**src/rtl/ram_arbiter_pkg.sv**
```systemverilog
// Shared memory-system definitions for the DDR-side line arbiter.
// State encoding, requester ids and default geometry.
package ram_arbiter_pkg;

  localparam int DEF_ADDR_W  = 30;
  localparam int DEF_BLOCK_W = 256;
  localparam int DEF_TIMEOUT = 1023;

  typedef enum logic [1:0] {
    IDLE  = 2'd0,
    ISSUE = 2'd1,
    DONE  = 2'd2
  } state_t;

  typedef enum logic {
    ID_IC = 1'b0,
    ID_DC = 1'b1
  } req_id_t;

endpackage

```
**src/rtl/ram_arbiter_if.sv**
```systemverilog
// Cache-side and DDR-side signals of the line arbiter.
// slave = arbiter view, master = caches plus DDR controller view.
interface ram_arbiter_if
  import ram_arbiter_pkg::*;
#(
  parameter int ADDR_W  = DEF_ADDR_W,
  parameter int BLOCK_W = DEF_BLOCK_W
) ();

  logic               ic_req;
  logic [ADDR_W-1:0]  ic_addr;
  logic               ic_rdy;
  logic               dc_req;
  logic               dc_write;
  logic [ADDR_W-1:0]  dc_addr;
  logic [BLOCK_W-1:0] dc_wdata;
  logic               dc_rdy;
  logic [BLOCK_W-1:0] rdata;
  logic               ram_en;
  logic               ram_write;
  logic [ADDR_W-1:0]  ram_addr;
  logic [BLOCK_W-1:0] ram_wdata;
  logic               ram_rdy;
  logic [BLOCK_W-1:0] ram_rdata;
  logic               busy;
  logic               err_spurious;
  logic               err_timeout;

  modport slave (
    input  ic_req, ic_addr,
    input  dc_req, dc_write, dc_addr, dc_wdata,
    input  ram_rdy, ram_rdata,
    output ic_rdy, dc_rdy, rdata,
    output ram_en, ram_write, ram_addr, ram_wdata,
    output busy, err_spurious, err_timeout
  );

  modport master (
    output ic_req, ic_addr,
    output dc_req, dc_write, dc_addr, dc_wdata,
    output ram_rdy, ram_rdata,
    input  ic_rdy, dc_rdy, rdata,
    input  ram_en, ram_write, ram_addr, ram_wdata,
    input  busy, err_spurious, err_timeout
  );

endinterface

```
**src/rtl/ram_arbiter_rr_pick2.sv**
```systemverilog
// Two-way round-robin pick: on contention the requester
// not served last wins; a lone requester wins outright.
module rr_pick2
  import ram_arbiter_pkg::*;
(
  input  logic    ic_req,
  input  logic    dc_req,
  input  req_id_t last,
  output req_id_t gnt,
  output logic    vld
);

  assign vld = ic_req | dc_req;

  always_comb begin
    gnt = ID_IC;
    unique case (1'b1)
      (ic_req & dc_req):
        gnt = (last == ID_IC) ? ID_DC : ID_IC;
      (dc_req & ~ic_req):
        gnt = ID_DC;
      default:
        gnt = ID_IC;
    endcase
  end

endmodule

```
**src/rtl/ram_arbiter.sv**
```systemverilog
// Arbitrates I-cache and D-cache line traffic onto one DDR
// port: IDLE -> ISSUE -> DONE, all outputs registered.
module ram_arbiter
  import ram_arbiter_pkg::*;
#(
  parameter int ADDR_W  = DEF_ADDR_W,
  parameter int BLOCK_W = DEF_BLOCK_W,
  parameter int TIMEOUT = DEF_TIMEOUT
) (
  input logic          clk,
  input logic          rst,
  ram_arbiter_if.slave bus
);

  localparam int WD_W = $clog2(TIMEOUT + 1);
  localparam logic [WD_W-1:0] WD_MAX = WD_W'(TIMEOUT);

  state_t  state_q, state_n;
  req_id_t owner_q, owner_n;
  req_id_t last_q, last_n;
  req_id_t gnt;
  logic    gnt_vld;

  logic               en_q, en_n;
  logic               wr_q, wr_n;
  logic [ADDR_W-1:0]  addr_q, addr_n;
  logic [BLOCK_W-1:0] wdata_q, wdata_n;
  logic [BLOCK_W-1:0] rdata_q, rdata_n;
  logic               ic_rdy_q, ic_rdy_n;
  logic               dc_rdy_q, dc_rdy_n;
  logic               busy_q, busy_n;
  logic               esp_q, esp_n;
  logic               eto_q, eto_n;
  logic [WD_W-1:0]    wd_q, wd_n;

  rr_pick2 u_pick (
    .ic_req (bus.ic_req),
    .dc_req (bus.dc_req),
    .last   (last_q),
    .gnt    (gnt),
    .vld    (gnt_vld)
  );

  always_comb begin
    state_n  = state_q;
    owner_n  = owner_q;
    last_n   = last_q;
    en_n     = en_q;
    wr_n     = wr_q;
    addr_n   = addr_q;
    wdata_n  = wdata_q;
    rdata_n  = rdata_q;
    ic_rdy_n = 1'b0;
    dc_rdy_n = 1'b0;
    eto_n    = eto_q;
    wd_n     = wd_q;
    esp_n    = esp_q | (bus.ram_rdy & (state_q != ISSUE));
    unique case (state_q)
      IDLE: begin
        if (gnt_vld) begin
          state_n = ISSUE;
          owner_n = gnt;
          en_n    = 1'b1;
          wd_n    = '0;
          if (gnt == ID_DC) begin
            wr_n    = bus.dc_write;
            addr_n  = bus.dc_addr;
            wdata_n = bus.dc_wdata;
          end else begin
            wr_n    = 1'b0;
            addr_n  = bus.ic_addr;
            wdata_n = '0;
          end
        end
      end
      ISSUE: begin
        if (bus.ram_rdy) begin
          state_n = DONE;
          en_n    = 1'b0;
          if (!wr_q) rdata_n = bus.ram_rdata;
          if (owner_q == ID_DC) dc_rdy_n = 1'b1;
          else                  ic_rdy_n = 1'b1;
        end else begin
          // saturating watchdog; the command stays on the bus
          if (wd_q != WD_MAX) wd_n = wd_q + 1'b1;
          if (wd_n == WD_MAX) eto_n = 1'b1;
        end
      end
      DONE: begin
        state_n = IDLE;
        last_n  = owner_q;
      end
      default: state_n = IDLE;
    endcase
    busy_n = (state_n != IDLE);
  end

  always_ff @(posedge clk or negedge rst) begin
    if (!rst) begin
      state_q  <= IDLE;
      owner_q  <= ID_IC;
      last_q   <= ID_IC;
      en_q     <= 1'b0;
      wr_q     <= 1'b0;
      addr_q   <= '0;
      wdata_q  <= '0;
      rdata_q  <= '0;
      ic_rdy_q <= 1'b0;
      dc_rdy_q <= 1'b0;
      busy_q   <= 1'b0;
      esp_q    <= 1'b0;
      eto_q    <= 1'b0;
      wd_q     <= '0;
    end else begin
      state_q  <= state_n;
      owner_q  <= owner_n;
      last_q   <= last_n;
      en_q     <= en_n;
      wr_q     <= wr_n;
      addr_q   <= addr_n;
      wdata_q  <= wdata_n;
      rdata_q  <= rdata_n;
      ic_rdy_q <= ic_rdy_n;
      dc_rdy_q <= dc_rdy_n;
      busy_q   <= busy_n;
      esp_q    <= esp_n;
      eto_q    <= eto_n;
      wd_q     <= wd_n;
    end
  end

  assign bus.ram_en       = en_q;
  assign bus.ram_write    = wr_q;
  assign bus.ram_addr     = addr_q;
  assign bus.ram_wdata    = wdata_q;
  assign bus.rdata        = rdata_q;
  assign bus.ic_rdy       = ic_rdy_q;
  assign bus.dc_rdy       = dc_rdy_q;
  assign bus.busy         = busy_q;
  assign bus.err_spurious = esp_q;
  assign bus.err_timeout  = eto_q;

endmodule

```
**src/flat_wrapper.sv**
```systemverilog
// flat-port wrapper written by rule: the top's interface ports become plain ports
module ram_arbiter_flat import ram_arbiter_pkg::*;
#(
  parameter int ADDR_W  = DEF_ADDR_W,
  parameter int BLOCK_W = DEF_BLOCK_W,
  parameter int TIMEOUT = DEF_TIMEOUT
)
  (clk, rst, bus_ic_req, bus_ic_addr, bus_dc_req, bus_dc_write, bus_dc_addr, bus_dc_wdata, bus_ram_rdy, bus_ram_rdata, bus_ic_rdy, bus_dc_rdy, bus_rdata, bus_ram_en, bus_ram_write, bus_ram_addr, bus_ram_wdata, bus_busy, bus_err_spurious, bus_err_timeout);
  ram_arbiter_if #(.ADDR_W(ADDR_W), .BLOCK_W(BLOCK_W)) bus_i ();
  input logic clk;
  input logic rst;
  input wire logic [$bits(bus_i.ic_req)-1:0] bus_ic_req;
  input wire logic [$bits(bus_i.ic_addr)-1:0] bus_ic_addr;
  input wire logic [$bits(bus_i.dc_req)-1:0] bus_dc_req;
  input wire logic [$bits(bus_i.dc_write)-1:0] bus_dc_write;
  input wire logic [$bits(bus_i.dc_addr)-1:0] bus_dc_addr;
  input wire logic [$bits(bus_i.dc_wdata)-1:0] bus_dc_wdata;
  input wire logic [$bits(bus_i.ram_rdy)-1:0] bus_ram_rdy;
  input wire logic [$bits(bus_i.ram_rdata)-1:0] bus_ram_rdata;
  output wire logic [$bits(bus_i.ic_rdy)-1:0] bus_ic_rdy;
  output wire logic [$bits(bus_i.dc_rdy)-1:0] bus_dc_rdy;
  output wire logic [$bits(bus_i.rdata)-1:0] bus_rdata;
  output wire logic [$bits(bus_i.ram_en)-1:0] bus_ram_en;
  output wire logic [$bits(bus_i.ram_write)-1:0] bus_ram_write;
  output wire logic [$bits(bus_i.ram_addr)-1:0] bus_ram_addr;
  output wire logic [$bits(bus_i.ram_wdata)-1:0] bus_ram_wdata;
  output wire logic [$bits(bus_i.busy)-1:0] bus_busy;
  output wire logic [$bits(bus_i.err_spurious)-1:0] bus_err_spurious;
  output wire logic [$bits(bus_i.err_timeout)-1:0] bus_err_timeout;
  assign bus_i.ic_req = bus_ic_req;
  assign bus_i.ic_addr = bus_ic_addr;
  assign bus_i.dc_req = bus_dc_req;
  assign bus_i.dc_write = bus_dc_write;
  assign bus_i.dc_addr = bus_dc_addr;
  assign bus_i.dc_wdata = bus_dc_wdata;
  assign bus_i.ram_rdy = bus_ram_rdy;
  assign bus_i.ram_rdata = bus_ram_rdata;
  assign bus_ic_rdy = bus_i.ic_rdy;
  assign bus_dc_rdy = bus_i.dc_rdy;
  assign bus_rdata = bus_i.rdata;
  assign bus_ram_en = bus_i.ram_en;
  assign bus_ram_write = bus_i.ram_write;
  assign bus_ram_addr = bus_i.ram_addr;
  assign bus_ram_wdata = bus_i.ram_wdata;
  assign bus_busy = bus_i.busy;
  assign bus_err_spurious = bus_i.err_spurious;
  assign bus_err_timeout = bus_i.err_timeout;
  ram_arbiter #(.ADDR_W(ADDR_W), .BLOCK_W(BLOCK_W), .TIMEOUT(TIMEOUT)) u_core (.clk(clk), .rst(rst), .bus(bus_i));
endmodule
```
**config.mk**
```make
export PLATFORM = sky130hd
export DESIGN_NAME = ram_arbiter_flat
export DESIGN_NICKNAME = d
export VERILOG_FILES = /design/src/rtl/ram_arbiter_pkg.sv /design/src/rtl/ram_arbiter_if.sv /design/src/rtl/ram_arbiter_rr_pick2.sv /design/src/rtl/ram_arbiter.sv /design/src/flat_wrapper.sv
export SDC_FILE = /design/constraint.sdc
export NUM_CORES = 1
export LEC_CHECK = 0
export ABC_AREA = 1
export BUFFER_PORTS_ARGS = -buffer_cell sky130_fd_sc_hd__buf_2
export CAP_MARGIN = 20
export CORE_AREA = 2 2 443 445
export CTS_CLUSTER_SIZE = 20
export DETAILED_ROUTE_END_ITERATION = 10
export DIE_AREA = 0 0 445 447
export PLACE_DENSITY = 0.37
export SYNTH_ARGS = -nofsm -noshare
export SYNTH_HDL_FRONTEND = slang
export SYNTH_SLANG_ARGS = --single-unit
export TNS_END_PERCENT = 1
```
**constraint.sdc**
```tcl
create_clock -name clk -period 1.9 [get_ports clk]
set_clock_uncertainty 0.15 [all_clocks]
set_input_delay 0.38 -clock clk [delete_from_list [all_inputs] [get_ports clk]]
set_output_delay 0.38 -clock clk [all_outputs]
set_load 0.005 [all_outputs]
```
Word-level counts from Yosys, hierarchy flattened
Cells that the tools add are included.

$add $sub $neg: 1. Equality and inequality tests: 8. Muxes and demuxes: 23. Bitwise logic cells: 8. Reduce and logical (&&, ||, !) cells: 8.

Operators with widths (number): $mux 256 (1); $mux 10 (5); $mux 30 (1); $pmux 10 s2 (1); $reduce_and 3->1 (4); $add 10x1->10 const B (1); $eq 10x10->1 const B (1); $mux 1 (10); $ne 10x10->1 const B (1); $mux 2 (2); $ne 2x1->1 const B (2); $ne 2x2->1 const B (2); $pmux 1 s2 (2); $pmux 2 s2 (1); $reduce_bool 2->1 (2); $and 1x1->1 (3); $not 1->1 (3); $eq 2x1->1 const B (1); $eq 2x2->1 const B (1); $logic_not 2->1 (1); $or 1x1->1 (2); $reduce_and 2->1 (1).

Bits in registers: 563. Input port bits: 578. Output and inout port bits: 549. Logic and storage cells: 62.

Longest topological paths before layout
Depth in word-level cells: 6. Mapped depth: 10. Depth with buffers taken out: 10.

Hierarchy
A second synthesis with hierarchy kept.

Cells, all modules: 1986. Area total of the unflattened synthesis: 22992.1 um^2.

By module, submodules not included: ram_arbiter (times used 1, cells an instance 1983, area an instance 22977.0 um^2, seq. area each 14088.5 um^2); rr_pick2 (times used 1, cells an instance 3, area an instance 15.0 um^2, seq. area each 0.0 um^2).

Least setup slack after synthesis
Ideal clock, no wire load.

Path kind: register to register. From: register u_core.state_q[1]. To: register u_core.rdata_q[0] (netlist: u_core.bus.rdata[0]). Library setup time: 0.125 ns. Arrival time: 1.363 ns. Data required time: 1.625 ns. Setup slack: 0.262 ns. Cell stages (with the launch flop): 8. Buffers on the path: 2. Clock period less this slack: 1.638 ns. Path through: dfrtp_1 > nor2_4 > inv_2 > nor2_4 > nand2_2 > buf_6 > buf_6 > mux2_4.

Longest elaborated chain between the ends: 2.

Ends and longest elaborated chain: start: declaration (line ram_arbiter.sv:18) `state_t state_q, state_n;`; start signal: assignment (line ram_arbiter.sv:115) `state_q <= state_n;`; $eq 2x1->1 (line ram_arbiter.sv:58) `unique case (state_q)`; $reduce_and 3->1 (no source line); end signal: assignment (line ram_arbiter.sv:122) `rdata_q <= rdata_n;`; end: declaration (line ram_arbiter.sv:28) `logic [BLOCK_W-1:0] rdata_q, rdata_n;`.

No other way between the ends. A chain may end at the register's enable or synchronous reset.

Worst setup path after layout
From: register u_core.state_q[1]. To: register u_core.rdata_q[87] (netlist: u_core.bus.rdata[87]).

The elaborated chain is that of the path after synthesis.

==> out/qor_table.md <==
| Step | Item | Value |
|:---|:---|:---|
| outcome | Result of the run | finished, violations left |
| outcome | Violations in the final reports | setup timing |
| floorplan | Starting Density | 11.77% |
| global routing | Maximum number of pins on one net before global-route repair | 75 |
| global routing | Overall fraction of global-route tracks in use | 10.99% |
| sta | Number of endpoints failing setup at the final stage | 2 |
| sta | Max transition margin | 69.71% |
| sta | Setup slack of the critical path after layout | -6.583 ps |
| yosys | Synth Register Bits | 563 |
| global routing | Met1 track demand over resource | 12.61% |
| yosys | Count of cell types in the netlist | 26 |
| floorplan | Placeable core region | 194200 um^2 |
| routing | Overall routed net length | 114500 um |
| setup path | Critical R2R Capture | u_core.bus.rdata[87] |
| cts | Setup bufs post-CTS | 0 |
| cts | Number of sinks handled by clock tree synthesis | 563 |
| pwr | Final Total Pwr | 0.06202 W |
| placed design | Placement-stage cell area | 32690 um^2 |
| placed design | Detail Placement HPWL | 88080 um |
| sta | Count of pins over their slew limit | 0 |
| sta | RSZ-0062 raised after global routing | true |
| cts | TritonCTS clock tree | done |
| sta | Final worst-path cycle share | 100.3% |
| setup path | RR Startpoint | u_core.state_q[1] |
| layout | Final design area excluding fillers | 41050 um^2 |
| worst hold path | Worst min-delay path class | in -> reg |
| yosys | Most repeated cell in the gate-level netlist after synthesis | nand2_1 |
| pwr | Internal power | 0.03975 W |
| pwr | Part of the total power dissipated in the clock network | 23.6% |
| sta | Min Tclk post-route | 1907 ps |
| global routing | Remaining global-route overflow | 0 |
| placed design | Routability congestion estimate from global placement | 0.8522 |
| sta | Highest achievable clock rate | 524.5 MHz |
| setup path | Critical path origin | u_core.state_q[1] |
| yosys | Mean instance size in the synthesized netlist | 11.72 um^2 |
| cts | Number of H-tree levels | 3 |
| sta | Transition time of the tightest slew-check pin | 454.3 ps |
| sta | Smallest hold slack | 99.36 ps |
| yosys | Share of Yosys cell area claimed by the top area cell type | 61.63% |
| yosys | Ys async rst share | 100.0% |
| placed design | Number of buffer cells added on primary ports | 1126 |
| layout | Total of fill cells in the finished design | 21330 |
| setup path | Cell depth of the worst flop-to-flop path | 7 |
| pwr | Comb pwr share | 41.5% |
| yosys | Proportion of synthesized chip area in sequential cells | 61.63% |
| floorplan | Die boundary width | 445 um |
| routing | DRC violation count after routing | 0 |
| sta | Hold Vio Cnt, Final | 0 |
| routing | Iteration-0 DRC Markers | 1067 |
| global routing | Global-route wire length before repair | 160500 um |
| floorplan | Area enclosed by the die boundary | 198900 um^2 |
| layout | Layout net count | 4344 |
| setup path | Arrival time of the worst setup path | 2300 ps |
| cts | Maximum clock insertion buffer count | 3 |
| routing | Average wire per standard cell | 17.96 um |
| pwr | Static leakage | 21.12 nW |
| global routing | GR met3 Demand/Resource | 3.482% |
| global routing | Initial antenna violation count | 18 |
| routing | Post-DR vias/cell | 3.350 |
| layout | Layout cell share with drive strength beyond 1 | 43.81% |
| layout | Area growth from synthesis to layout | 79.60% |
| yosys | Cells taking the most area after synthesis | dfrtp_1, mux2_4, nand2_1, nand3_1, buf_6 |
| cts | Library cell used as clock root buffer | clkbuf_16 |
| yosys | Synth area leader | dfrtp_1 |
| routing | Total number of vias | 21360 |
| floorplan | Core Rows | 162 |
| cts | Clock latency on the worst-skew pair | 670 ps |
| worst hold path | Cell count of the worst hold path | 4 |
| cts | Clk pin slew, worst setup/hold paths | 60 ps |
| pwr | Switch share | 35.90% |
| yosys | Total number of yosys warnings | 0 |
| yosys | Prevailing post-synth register cell | dfrtp_1 |
| setup path | Register-to-Register Setup Slack | -7 ps |
| pwr | IR Drop Worst-Case VDD | 0.0006739 V |
| yosys | Post-synthesis cell area | 22860 um^2 |
| setup path | Classification of the worst setup path | reg -> reg |
| global routing | Met2 capacity usage during global routing | 18.63% |
| setup path | Maximum fanout along the worst path | 16 |
| floorplan | Total I/O pin count | 1127 |
| setup path | Critical Path Sink Type | flip-flop |
| worst hold path | Worst Hold Launch | bus_ic_addr[4] |
| setup path | Startpoint class of the critical path | flip-flop |
| floorplan | Die height | 447 um |
| global routing | Vias in the first global route | 22920 |
| yosys | Post-synth EDFFs | 0 |
| pwr | Sw Pwr | 0.02227 W |
| yosys | Net Count, Synth | 2530 |
| yosys | Commonest cells in the netlist | nand2_1, dfrtp_1, nand3_1, mux2_4, clkbuf_1 |
| routing | Number of search-and-repair iterations in the first detailed-routing pass | 5 |
| pwr | Sequential group share of total power | 34.9% |
| yosys | Number of instances in the synthesized netlist | 1951 |
| pwr | Total power density per cell area | 1511 nW/um^2 |
| worst hold path | Endpoint of the worst hold path | u_core.bus.ram_addr[4] |
| global routing | Most Crowded Layer GR | met2 |
| run | Max-capacitance violation count | 0 |
| routing | Number of nets with antenna violations after detailed routing | 0 |
| cts | Total CTS buffers | 76 |
| setup path | Required @ worst endpoint | 2290 ps |
-- sequential cells by signal, indices dropped and copies added, names as in the netlist --
signal,cells
u_core.bus.ic_rdy,1
u_core.bus.err_spurious,1
u_core.bus.ram_write,1
u_core.owner_q,1
u_core.bus.dc_rdy,1
u_core.bus.rdata,256
u_core.bus.busy,1
u_core.bus.err_timeout,1
u_core.last_q,1
u_core.bus.ram_addr,30
u_core.wd_q,10
u_core.state_q,2
u_core.bus.ram_wdata,256
u_core.bus.ram_en,1
-- layout by cell type, fill, tap and decap left out, types with 2 or more instances in the layout --
| cell type | Yosys | final |
|---|---|---|
| nor2_1 | 43 | 43 |
| buf_4 | 0 | 129 |
| nor2_2 | 3 | 2 |
| nand3_1 | 266 | 266 |
| nand2_1 | 584 | 584 |
| clkinv_16 | 0 | 2 |
| diode_2 | 0 | 12 |
| inv_2 | 3 | 3 |
| dfrtp_2 | 0 | 5 |
| bufinv_16 | 0 | 5 |
| o21ai_1 | 23 | 21 |
| buf_2 | 32 | 1113 |
| xor2_1 | 2 | 2 |
| clkinvlp_4 | 0 | 5 |
| clkbuf_16 | 0 | 76 |
| clkbuf_1 | 65 | 22 |
| clkinv_4 | 0 | 2 |
| mux2_2 | 16 | 16 |
| inv_1 | 19 | 18 |
| buf_12 | 0 | 38 |
| buf_6 | 27 | 5 |
| clkinv_2 | 0 | 6 |
| clkbuf_8 | 0 | 11 |
| mux2_4 | 240 | 240 |
| o21ai_2 | 0 | 2 |
| o21ai_0 | 53 | 52 |
| inv_6 | 0 | 5 |
| dlygate4sd3_1 | 0 | 575 |
| dfrtp_1 | 563 | 558 |
| nor2_4 | 2 | 3 |
-- layout make-up --
class                      count  area (um^2)  area share [%]
clock inverter                27        375.4          0.9143
tap                         2542         3181           7.747
inverter                      22        90.09          0.2194
antenna                       12        30.03         0.07315
timing repair buffer        1861        13130           31.97
sequential                   563        14090           34.33
multi-input combinational   1241         8020           19.54
clock buffer                 109         2136           5.203
-- metrics by stage --
step,setup TNS (ps),cells,util (%),setup WS (ps)
2_1_floorplan,0,1951,-,262.3
3_3_place_gp,-16060,5654,16.83,-121.7
3_5_place_dp,-16040,5654,16.83,-130.1
4_1_cts,-2964,6365,21.12,-64.24
5_1_grt,-8500,6375,21.14,-93.69
6_report,-8.795,6377,21.14,-6.583
-- power by group through the flow --
stage	Combinational [W]	Clock (W)	Sequential, W
after CTS	0.0264	0.0153	0.0216
after floorplan	0.0112	0	0.0216
after global placement	0.0251	0	0.0217
after global routing	0.0281	0.0158	0.0224
after detailed placement	0.0252	0	0.0216
final	0.0257	0.0147	0.0216
-- per-layer routing --
| layer | wire length, um | up-vias |
|---|---|---|
| li1 | - | 10110 |
| met1 | 45310 | 10340 |
| met2 | 56670 | 735 |
| met3 | 7922 | 183 |
| met4 | 4608 | 4 |
| met5 | 25 | - |
-- what timing repair did --
item / in CTS / in global routing
hold buffers: 575 / 0
setup endpoints to repair: 106 / 246
gates resized for setup: 17 / 8
hold endpoints to repair: 940 / 0
gates cloned: 0 / 0
-- worst max-delay path: stages (launching register included) --
cell and delay [ps]:
dfrtp_1 400, nor2_4 120, inv_2 50, nor2_4 140, nand2_8 150, buf_12 200
buf_4 210, mux2_4 310
-- how the worst max path moves through the flow --
| stage | to | cells after the start |
|---|---|---|
| 6_report | u_core.bus.rdata[87] | 7 |
| 5_1_grt | u_core.bus.rdata[87] | 7 |
| 4_1_cts | u_core.bus.rdata[87] | 7 |
| 3_5_place_dp | u_core.bus.rdata[84] | 7 |
| 3_3_place_gp | u_core.bus.rdata[84] | 7 |
| 2_1_floorplan | u_core.bus.rdata[0] | 7 |
-- cell families (layout without fill, tap and decap cells) --
group           Yosys count  in the layout  synth area share (%)
simple gates            902            902                 16.43
buf+inv                 147           2019                 3.476
other cells               0             12                     0
flops                   563            563                 61.63
mux                     256            256                 16.55
xor+xnor                  2              2               0.07665
fa+ha+maj                 1              1               0.05473
compound gates           80             80                 1.774
Note: power is estimated with default switching activity, not from simulation.
